===== src/rtl/seven_seg_pkg.sv =====
// Shared types, segment patterns and helpers for the multiplexed seven-segment driver.
package seven_seg_pkg;

    typedef enum logic [1:0] {
        CONV_IDLE  = 2'd0,
        CONV_SHIFT = 2'd1,
        CONV_LOAD  = 2'd2
    } conv_state_t;

    // Segment order {a,b,c,d,e,f,g}, logical polarity (1 = segment on).
    localparam logic [6:0] SEG_0     = 7'b1111110;
    localparam logic [6:0] SEG_1     = 7'b0110000;
    localparam logic [6:0] SEG_2     = 7'b1101101;
    localparam logic [6:0] SEG_3     = 7'b1111001;
    localparam logic [6:0] SEG_4     = 7'b0110011;
    localparam logic [6:0] SEG_5     = 7'b1011011;
    localparam logic [6:0] SEG_6     = 7'b1011111;
    localparam logic [6:0] SEG_7     = 7'b1110000;
    localparam logic [6:0] SEG_8     = 7'b1111111;
    localparam logic [6:0] SEG_9     = 7'b1111011;
    localparam logic [6:0] SEG_DASH  = 7'b0000001;
    localparam logic [6:0] SEG_BLANK = 7'b0000000;

    // Non-decimal nibbles cannot come out of the converter; show them blank anyway.
    function automatic logic [6:0] seg_decode(input logic [3:0] nibble);
        case (nibble)
            4'd0:    seg_decode = SEG_0;
            4'd1:    seg_decode = SEG_1;
            4'd2:    seg_decode = SEG_2;
            4'd3:    seg_decode = SEG_3;
            4'd4:    seg_decode = SEG_4;
            4'd5:    seg_decode = SEG_5;
            4'd6:    seg_decode = SEG_6;
            4'd7:    seg_decode = SEG_7;
            4'd8:    seg_decode = SEG_8;
            4'd9:    seg_decode = SEG_9;
            default: seg_decode = SEG_BLANK;
        endcase
    endfunction

    // 10^n, used at elaboration time to derive the over-range limit (n <= 8 fits 32 bits).
    function automatic logic [31:0] pow10(input int n);
        logic [31:0] p;
        p = 32'd1;
        for (int i = 0; i < n; i++) begin
            p = p * 32'd10;
        end
        return p;
    endfunction

endpackage


===== src/rtl/bcd_dabble_seq.sv =====
// Sequential binary-to-BCD converter (shift-add-3), one iteration per clock.
//
//   state      | meaning
//   -----------+-------------------------------------------------------------
//   CONV_IDLE  | ready for a new value; accept latches it and arms the counter
//   CONV_SHIFT | one adjust+shift per cycle until the down-counter reaches zero
//   CONV_LOAD  | done pulse: bcd/over are final and copied by the consumer
module bcd_dabble_seq
    import seven_seg_pkg::*;
#(
    parameter int BIN_WIDTH  = 14,
    parameter int NUM_DIGITS = 4
) (
    input  logic                    clk,
    input  logic                    rst,
    input  logic [BIN_WIDTH-1:0]    bin,
    input  logic                    start,
    output logic                    ready,
    output logic [4*NUM_DIGITS-1:0] bcd,
    output logic                    over,
    output logic                    done
);

    localparam int          BCD_W  = 4 * NUM_DIGITS;
    localparam int          ITER_W = $clog2(BIN_WIDTH + 1);
    localparam logic [31:0] LIMIT  = pow10(NUM_DIGITS) - 32'd1;

    conv_state_t        state;
    conv_state_t        state_next;
    logic               accept;
    logic [BIN_WIDTH-1:0] bin_work;
    logic [BCD_W-1:0]   bcd_work;
    logic [BCD_W-1:0]   bcd_adj;
    logic [ITER_W-1:0]  iter_cnt;
    logic               over_work;

    // State register.
    always_ff @(posedge clk) begin
        if (rst) begin
            state <= CONV_IDLE;
        end else begin
            state <= state_next;
        end
    end

    // Next state and handshake/done outputs; ready is held low while reset is asserted.
    always_comb begin
        state_next = state;
        ready      = 1'b0;
        accept     = 1'b0;
        done       = 1'b0;
        case (state)
            CONV_IDLE: begin
                ready  = !rst;
                accept = start && !rst;
                if (accept) begin
                    state_next = CONV_SHIFT;
                end
            end
            CONV_SHIFT: begin
                if (iter_cnt == '0) begin
                    state_next = CONV_LOAD;
                end
            end
            CONV_LOAD: begin
                done       = 1'b1;
                state_next = CONV_IDLE;
            end
            default: state_next = CONV_IDLE;
        endcase
    end

    // Add 3 to every nibble >= 5 ahead of the shift.
    always_comb begin
        bcd_adj = bcd_work;
        for (int d = 0; d < NUM_DIGITS; d++) begin
            if (bcd_work[4*d +: 4] >= 4'd5) begin
                bcd_adj[4*d +: 4] = bcd_work[4*d +: 4] + 4'd3;
            end
        end
    end

    // Working registers: latch on accept, then shift {bcd, bin} left once per iteration.
    always_ff @(posedge clk) begin
        if (rst) begin
            bin_work  <= '0;
            bcd_work  <= '0;
            iter_cnt  <= '0;
            over_work <= 1'b0;
        end else if (accept) begin
            bin_work  <= bin;
            bcd_work  <= '0;
            iter_cnt  <= ITER_W'(BIN_WIDTH);
            over_work <= ({{(32-BIN_WIDTH){1'b0}}, bin} > LIMIT);
        end else if (state == CONV_SHIFT && iter_cnt != '0) begin
            bcd_work <= {bcd_adj[BCD_W-2:0], bin_work[BIN_WIDTH-1]};
            bin_work <= bin_work << 1;
            iter_cnt <= iter_cnt - ITER_W'(1);
        end
    end

    assign bcd  = bcd_work;
    assign over = over_work;

endmodule


===== src/rtl/seven_seg_mux_nd.sv =====
// N-digit multiplexed seven-segment driver: display buffer, digit scan, PWM dimming,
// leading-zero blanking and polarity-mapped output registers.
module seven_seg_mux_nd
    import seven_seg_pkg::*;
#(
    parameter int NUM_DIGITS    = 4,
    parameter int BIN_WIDTH     = 14,
    parameter int SCAN_DIV      = 16384,
    parameter int COMMON_ANODE  = 0,
    parameter int BLANK_LEADING = 1,
    parameter int BRIGHT_WIDTH  = 4
) (
    input  logic                    clk,
    input  logic                    rst,
    input  logic [BIN_WIDTH-1:0]    value,
    input  logic                    value_valid,
    output logic                    value_ready,
    input  logic [NUM_DIGITS-1:0]   dp,
    input  logic [BRIGHT_WIDTH-1:0] brightness,
    output logic [NUM_DIGITS-1:0]   digit_en,
    output logic [6:0]              segments,
    output logic                    dp_out,
    output logic                    overflow
);

    localparam int BCD_W  = 4 * NUM_DIGITS;
    localparam int SCAN_W = $clog2(SCAN_DIV);
    localparam int IDX_W  = (NUM_DIGITS > 1) ? $clog2(NUM_DIGITS) : 1;

    // Physical = logical ^ mask. Common cathode drives digit lines low and segments high.
    localparam logic [NUM_DIGITS-1:0] EN_MASK  = (COMMON_ANODE != 0) ? '0 : '1;
    localparam logic [6:0]            SEG_MASK = (COMMON_ANODE != 0) ? 7'h7f : 7'h00;
    localparam logic                  DP_MASK  = (COMMON_ANODE != 0);

    logic [BCD_W-1:0]        conv_bcd;
    logic                    conv_over;
    logic                    conv_done;
    logic [BCD_W-1:0]        disp_buf;
    logic [SCAN_W-1:0]       scan_cnt;
    logic [IDX_W-1:0]        dig_idx;
    logic [BRIGHT_WIDTH-1:0] pwm;
    logic                    lit;
    logic                    zero_run;
    logic [NUM_DIGITS-1:0]   lead_blank;
    logic [3:0]              nibble;
    logic [NUM_DIGITS-1:0]   en_log;
    logic [6:0]              seg_log;
    logic                    dp_log;

    bcd_dabble_seq #(
        .BIN_WIDTH  (BIN_WIDTH),
        .NUM_DIGITS (NUM_DIGITS)
    ) u_conv (
        .clk   (clk),
        .rst   (rst),
        .bin   (value),
        .start (value_valid),
        .ready (value_ready),
        .bcd   (conv_bcd),
        .over  (conv_over),
        .done  (conv_done)
    );

    // Display buffer and over-range flag update together when the converter finishes.
    always_ff @(posedge clk) begin
        if (rst) begin
            disp_buf <= '0;
            overflow <= 1'b0;
        end else if (conv_done) begin
            disp_buf <= conv_bcd;
            overflow <= conv_over;
        end
    end

    // Free-running slot counter; each wrap advances to the next digit.
    always_ff @(posedge clk) begin
        if (rst) begin
            scan_cnt <= '0;
            dig_idx  <= '0;
        end else if (scan_cnt == SCAN_W'(SCAN_DIV - 1)) begin
            scan_cnt <= '0;
            if (dig_idx == IDX_W'(NUM_DIGITS - 1)) begin
                dig_idx <= '0;
            end else begin
                dig_idx <= dig_idx + IDX_W'(1);
            end
        end else begin
            scan_cnt <= scan_cnt + SCAN_W'(1);
        end
    end

    // A digit is a leading zero when it and every digit above it are zero; digit 0 always shows.
    always_comb begin
        zero_run   = 1'b1;
        lead_blank = '0;
        for (int i = NUM_DIGITS - 1; i >= 0; i--) begin
            zero_run      = zero_run && (disp_buf[4*i +: 4] == 4'd0);
            lead_blank[i] = zero_run && (i > 0) && (BLANK_LEADING != 0);
        end
    end

    assign pwm = scan_cnt[BRIGHT_WIDTH-1:0];
    assign lit = (pwm < brightness);

    // Logical pin values for the current slot; everything is dark outside the PWM on-time.
    always_comb begin
        nibble  = disp_buf[4*int'(dig_idx) +: 4];
        en_log  = '0;
        seg_log = SEG_BLANK;
        dp_log  = 1'b0;
        if (lit) begin
            en_log[dig_idx] = 1'b1;
            dp_log          = dp[dig_idx];
            if (overflow) begin
                seg_log = SEG_DASH;
            end else if (lead_blank[dig_idx]) begin
                seg_log = SEG_BLANK;
            end else begin
                seg_log = seg_decode(nibble);
            end
        end
    end

    // Output register: enables and data change on the same edge, polarity applied here only.
    always_ff @(posedge clk) begin
        if (rst) begin
            digit_en <= EN_MASK;
            segments <= SEG_MASK;
            dp_out   <= DP_MASK;
        end else begin
            digit_en <= en_log ^ EN_MASK;
            segments <= seg_log ^ SEG_MASK;
            dp_out   <= dp_log ^ DP_MASK;
        end
    end

endmodule

===== config.mk =====
export PLATFORM = sky130hd
export DESIGN_NAME = seven_seg_mux_nd
export DESIGN_NICKNAME = d
export VERILOG_FILES = /design/src/rtl/seven_seg_pkg.sv /design/src/rtl/bcd_dabble_seq.sv /design/src/rtl/seven_seg_mux_nd.sv
export SDC_FILE = /design/constraint.sdc
export NUM_CORES = 1
export LEC_CHECK = 0
export ABC_AREA = 1
export BUFFER_PORTS_ARGS = -buffer_cell sky130_fd_sc_hd__clkbuf_2
export CAP_MARGIN = 30
export CORE_MARGIN = 4
export CORE_UTILIZATION = 53
export CTS_CLUSTER_SIZE = 20
export DETAILED_ROUTE_END_ITERATION = 7
export PLACE_DENSITY_LB_ADDON = 0.08
export SLEW_MARGIN = 20
export SYNTH_ARGS = -nofsm -noshare
export SYNTH_HDL_FRONTEND = slang
export SYNTH_SLANG_ARGS = --single-unit

===== constraint.sdc =====
create_clock -name clk -period 1.65 [get_ports clk]
set_input_delay 0 -clock clk [delete_from_list [all_inputs] [get_ports clk]]
set_output_delay 0 -clock clk [all_outputs]
set_load 0.01 [all_outputs]

==> results_dict.tcl <==
set metrics [dict create \
    dp_hpwl_mm 6.11 \
    criticalPathCategory "register to register" \
    min_path_cells 5 \
    fin_crit_ns 1.52 \
    fin_skew_ns 0.0102 \
    cts_tree "yes" \
    status "finished, final reports clean" \
    maxSlewHeadroom 0.780 \
    period_share 0.923 \
    gr-usage-all-layers 0.203 \
    pwr-share-clk 0.406 \
    clk_latency_ns 0.34 \
    io_pins 39 \
    finalHoldViolCount 0 \
    clock-sinks 82 \
    area_delta_synth_final_pct 20.1 \
    pre_cts_ws_ns 0.0299 \
    clockBufferDepth 2 \
    p_sw_mw 1.10 \
    final_common_cell "nand2_1" \
    wl_per_cell_um 11.6 \
    grt.overflow.total 0 \
    cp-end-kind "register" \
    setup_ws_ns 0.126 \
    avgSynthCellArea_um2 7.24 \
    internal_power_mw 3.47 \
    antenna_found_initial 0 \
    ant_nets 0 \
    drtIter0Drc 170 \
    drc_errors 0 \
    cp.arrival_ns 1.77 \
    fmax_mhz 656 \
    routed-wl-met2_mm 3.85 \
    insertedDiodeCount 0 \
    worstPathRequired_ns 1.89 \
    slew_viol_final 0 \
    power_mw 4.57 \
    numCtsBuffers 9 \
    maxCapViolCount 0 \
    synth_seq_area_share 0.395 \
    ys_seq_elements 82 \
    coreArea_um2 7690 \
    worstPathMaxFanout 7 \
    finalSetupViolCount 0 \
    p_comb_frac 0.123 \
    r2r_cells 12 \
    hold_start "dp[2]" \
    core.rowCount 32 \
    fin_nets 693 \
    vias 3728 \
    dr_wl_met3_um 396 \
    clock-root-buffer "clkbuf_8" \
    grt_pass1_wl_mm 15.0 \
    drt-met1-wl_mm 4.23 \
    hp-class "input port to register" \
    dieArea_um2 9320 \
    p_sw_frac 0.240 \
    yosys_warnings 0 \
    syn_inst 574 \
    worst_pin_slew_ns 0.327 \
    die_width_um 96.6 \
    worstSetupStartpoint "dig_idx[0]$_SDFFE_PP0N_" \
    fp.dieH_um 96.6 \
    grt_pass1_vias 3489 \
    cts.htree.levels 3 \
    yosys.cell_types.count 37 \
    r2r_start "dig_idx[0]$_SDFFE_PP0N_" \
    drt_wl_total_mm 8.70 \
    p_seq_frac 0.471 \
    p_leak_nw 2.31 \
    synthesis.area_um2 4160 \
    start_kind "register" \
    p_per_area_nw_per_um2 915 \
    grt_max_degree 36 \
    worstHoldEndpoint "dp_out$_SDFF_PP0_" \
    syn-num-nets 623 \
    reg2reg_to "segments[1]$_SDFF_PP0_" \
    place_congestion 0.809 \
    via_per_inst 4.97 \
    peakVddDrop_mv 0.611 \
    drive_gt1_frac 0.187 \
    clkSlewWorstSetupHoldPaths_ns 0.07 \
    portBuffers 38 \
    start_util 0.541 \
    final_cell_mix "nand2_1 (123), dfxtp_1 (78), inv_1 (74)" \
    first_pass_iters 4 \
    hold_slack_ns 0.0182 \
    rrSetupSlack_ns 0.13 \
    top_layer "met4" \
]
==> layer usage <==
metal | vias up | track usage
li1 | 1980 | -
met1 | 1641 | 0.264
met2 | 87 | 0.329
met3 | 20 | 0.0341
met4 | 0 | 0.0911
met5 | - | 0
==> Yosys cell counts <==
cell,count,area [um^2]
nor3_1,9,45.0
a21oi_2,4,35.0
buf_6,5,56.3
clkbuf_1,4,15.0
ha_1,24,300
buf_2,4,20.0
a31oi_1,5,31.3
xor2_1,5,43.8
nor2_2,3,18.8
buf_1,1,3.75
inv_2,7,26.3
nor2_1,45,169
nand2_1,124,465
nor4_1,1,6.26
nand3_2,2,20.0
nand4_1,8,50.1
inv_4,2,12.5
o21ai_2,1,8.76
xnor2_1,2,17.5
or2_0,1,6.26
or2_2,8,50.1
nor3_2,1,10.0
o211ai_1,2,15.0
o21ai_0,56,280
a21oi_1,46,230
nand3_1,20,100
o21bai_1,1,7.51
o21ai_1,11,55.1
nand3_4,1,17.5
nor2_4,1,11.3
dfxtp_1,82,1640
buf_4,5,37.5
nand3b_1,1,7.51
nor2_8,1,20.0
a32oi_1,1,8.76
inv_1,75,282
nand2_2,5,31.3
==> power by group through the flow <==
stage	registers, mW	logic (mW)	clock network (mW)
final	2.15	0.562	1.86
after global routing	2.17	0.645	1.99
after CTS	2.15	0.556	1.91
after detailed placement	2.20	0.526	0
after global placement	2.19	0.516	0
after floorplan	2.19	0.365	0
==> area by class of cell <==
| class | count | area, um^2 |
|---|---|---|
| Fill cell | 715 | 2700 |
| Multi-Input combinational cell | 389 | 2080 |
| Sequential cell | 82 | 1650 |
| Timing Repair Buffer | 78 | 553 |
| Inverter | 84 | 323 |
| Clock buffer | 10 | 128 |
| Clock inverter | 5 | 128 |
| Tap cell | 102 | 128 |
==> stage by stage <==
step / util / TNS [ns] / instances / cell area, um^2
final: 0.649 / 0 / 750 / 4990
after detailed placement: 0.590 / 0 / 716 / 4530
after global routing: 0.649 / -0.00287 / 750 / 4990
after floorplan: - / 0 / 574 / 4160
after global placement: 0.590 / 0 / 716 / 4530
after CTS: 0.642 / 0 / 746 / 4940
==> critical path, cell delays in order, from the launching register on <==
cell and delay [ns]:
dfxtp_4 0.38, inv_6 0.07, nand2_1 0.06, a32oi_2 0.20, inv_2 0.07, buf_4 0.14, ha_1 0.18, nand2_1 0.09
nand2_1 0.06, nand2_1 0.05, nand2_1 0.04, nand2_1 0.05, inv_1 0.03
==> worst max-delay path by stage <==
stage	slack, ns	cells after the start	endpoint
floorplan	0.002	12	segments[3]$_SDFF_PP0_
global placement	0.06	11	segments[3]$_SDFF_PP0_
detailed placement	0.03	11	segments[3]$_SDFF_PP0_
CTS	0.0005	11	segments[3]$_SDFF_PP0_
global route	-0.003	10	segments[5]$_SDFF_PP0_
finish	0.13	12	segments[1]$_SDFF_PP0_
==> cells by family after synthesis <==
logic type | Yosys count | share of synthesized area
DFF | 82 | 0.395
AOI/OAI and AO/OA | 127 | 0.162
buffers and inverters | 103 | 0.109
and+or+nand+nor | 231 | 0.247
adders and majority gates | 24 | 0.0722
xor gates and xnor gates | 7 | 0.0148
==> flip-flops by register name (all words and copies together) (netlist names) <==
| signal | cells |
|---|---|
| dig_idx | 2 |
| digit_en | 4 |
| disp_buf | 16 |
| dp_out | 1 |
| overflow | 1 |
| scan_cnt | 14 |
| segments | 7 |
| u_conv.bcd | 16 |
| u_conv.bin_work | 14 |
| u_conv.iter_cnt | 4 |
| u_conv.over | 1 |
| u_conv.state | 2 |
==> what timing repair did <==
item / 4_1_cts / 5_1_grt
hold buffers: 15 / 0
buffers inserted: 0 / 4
hold endpoints to repair: 14 / 0
endpoints found under the setup margin: 0 / 23
resized for setup: 0 / 12
Note: power is estimated with default switching activity, not from simulation.
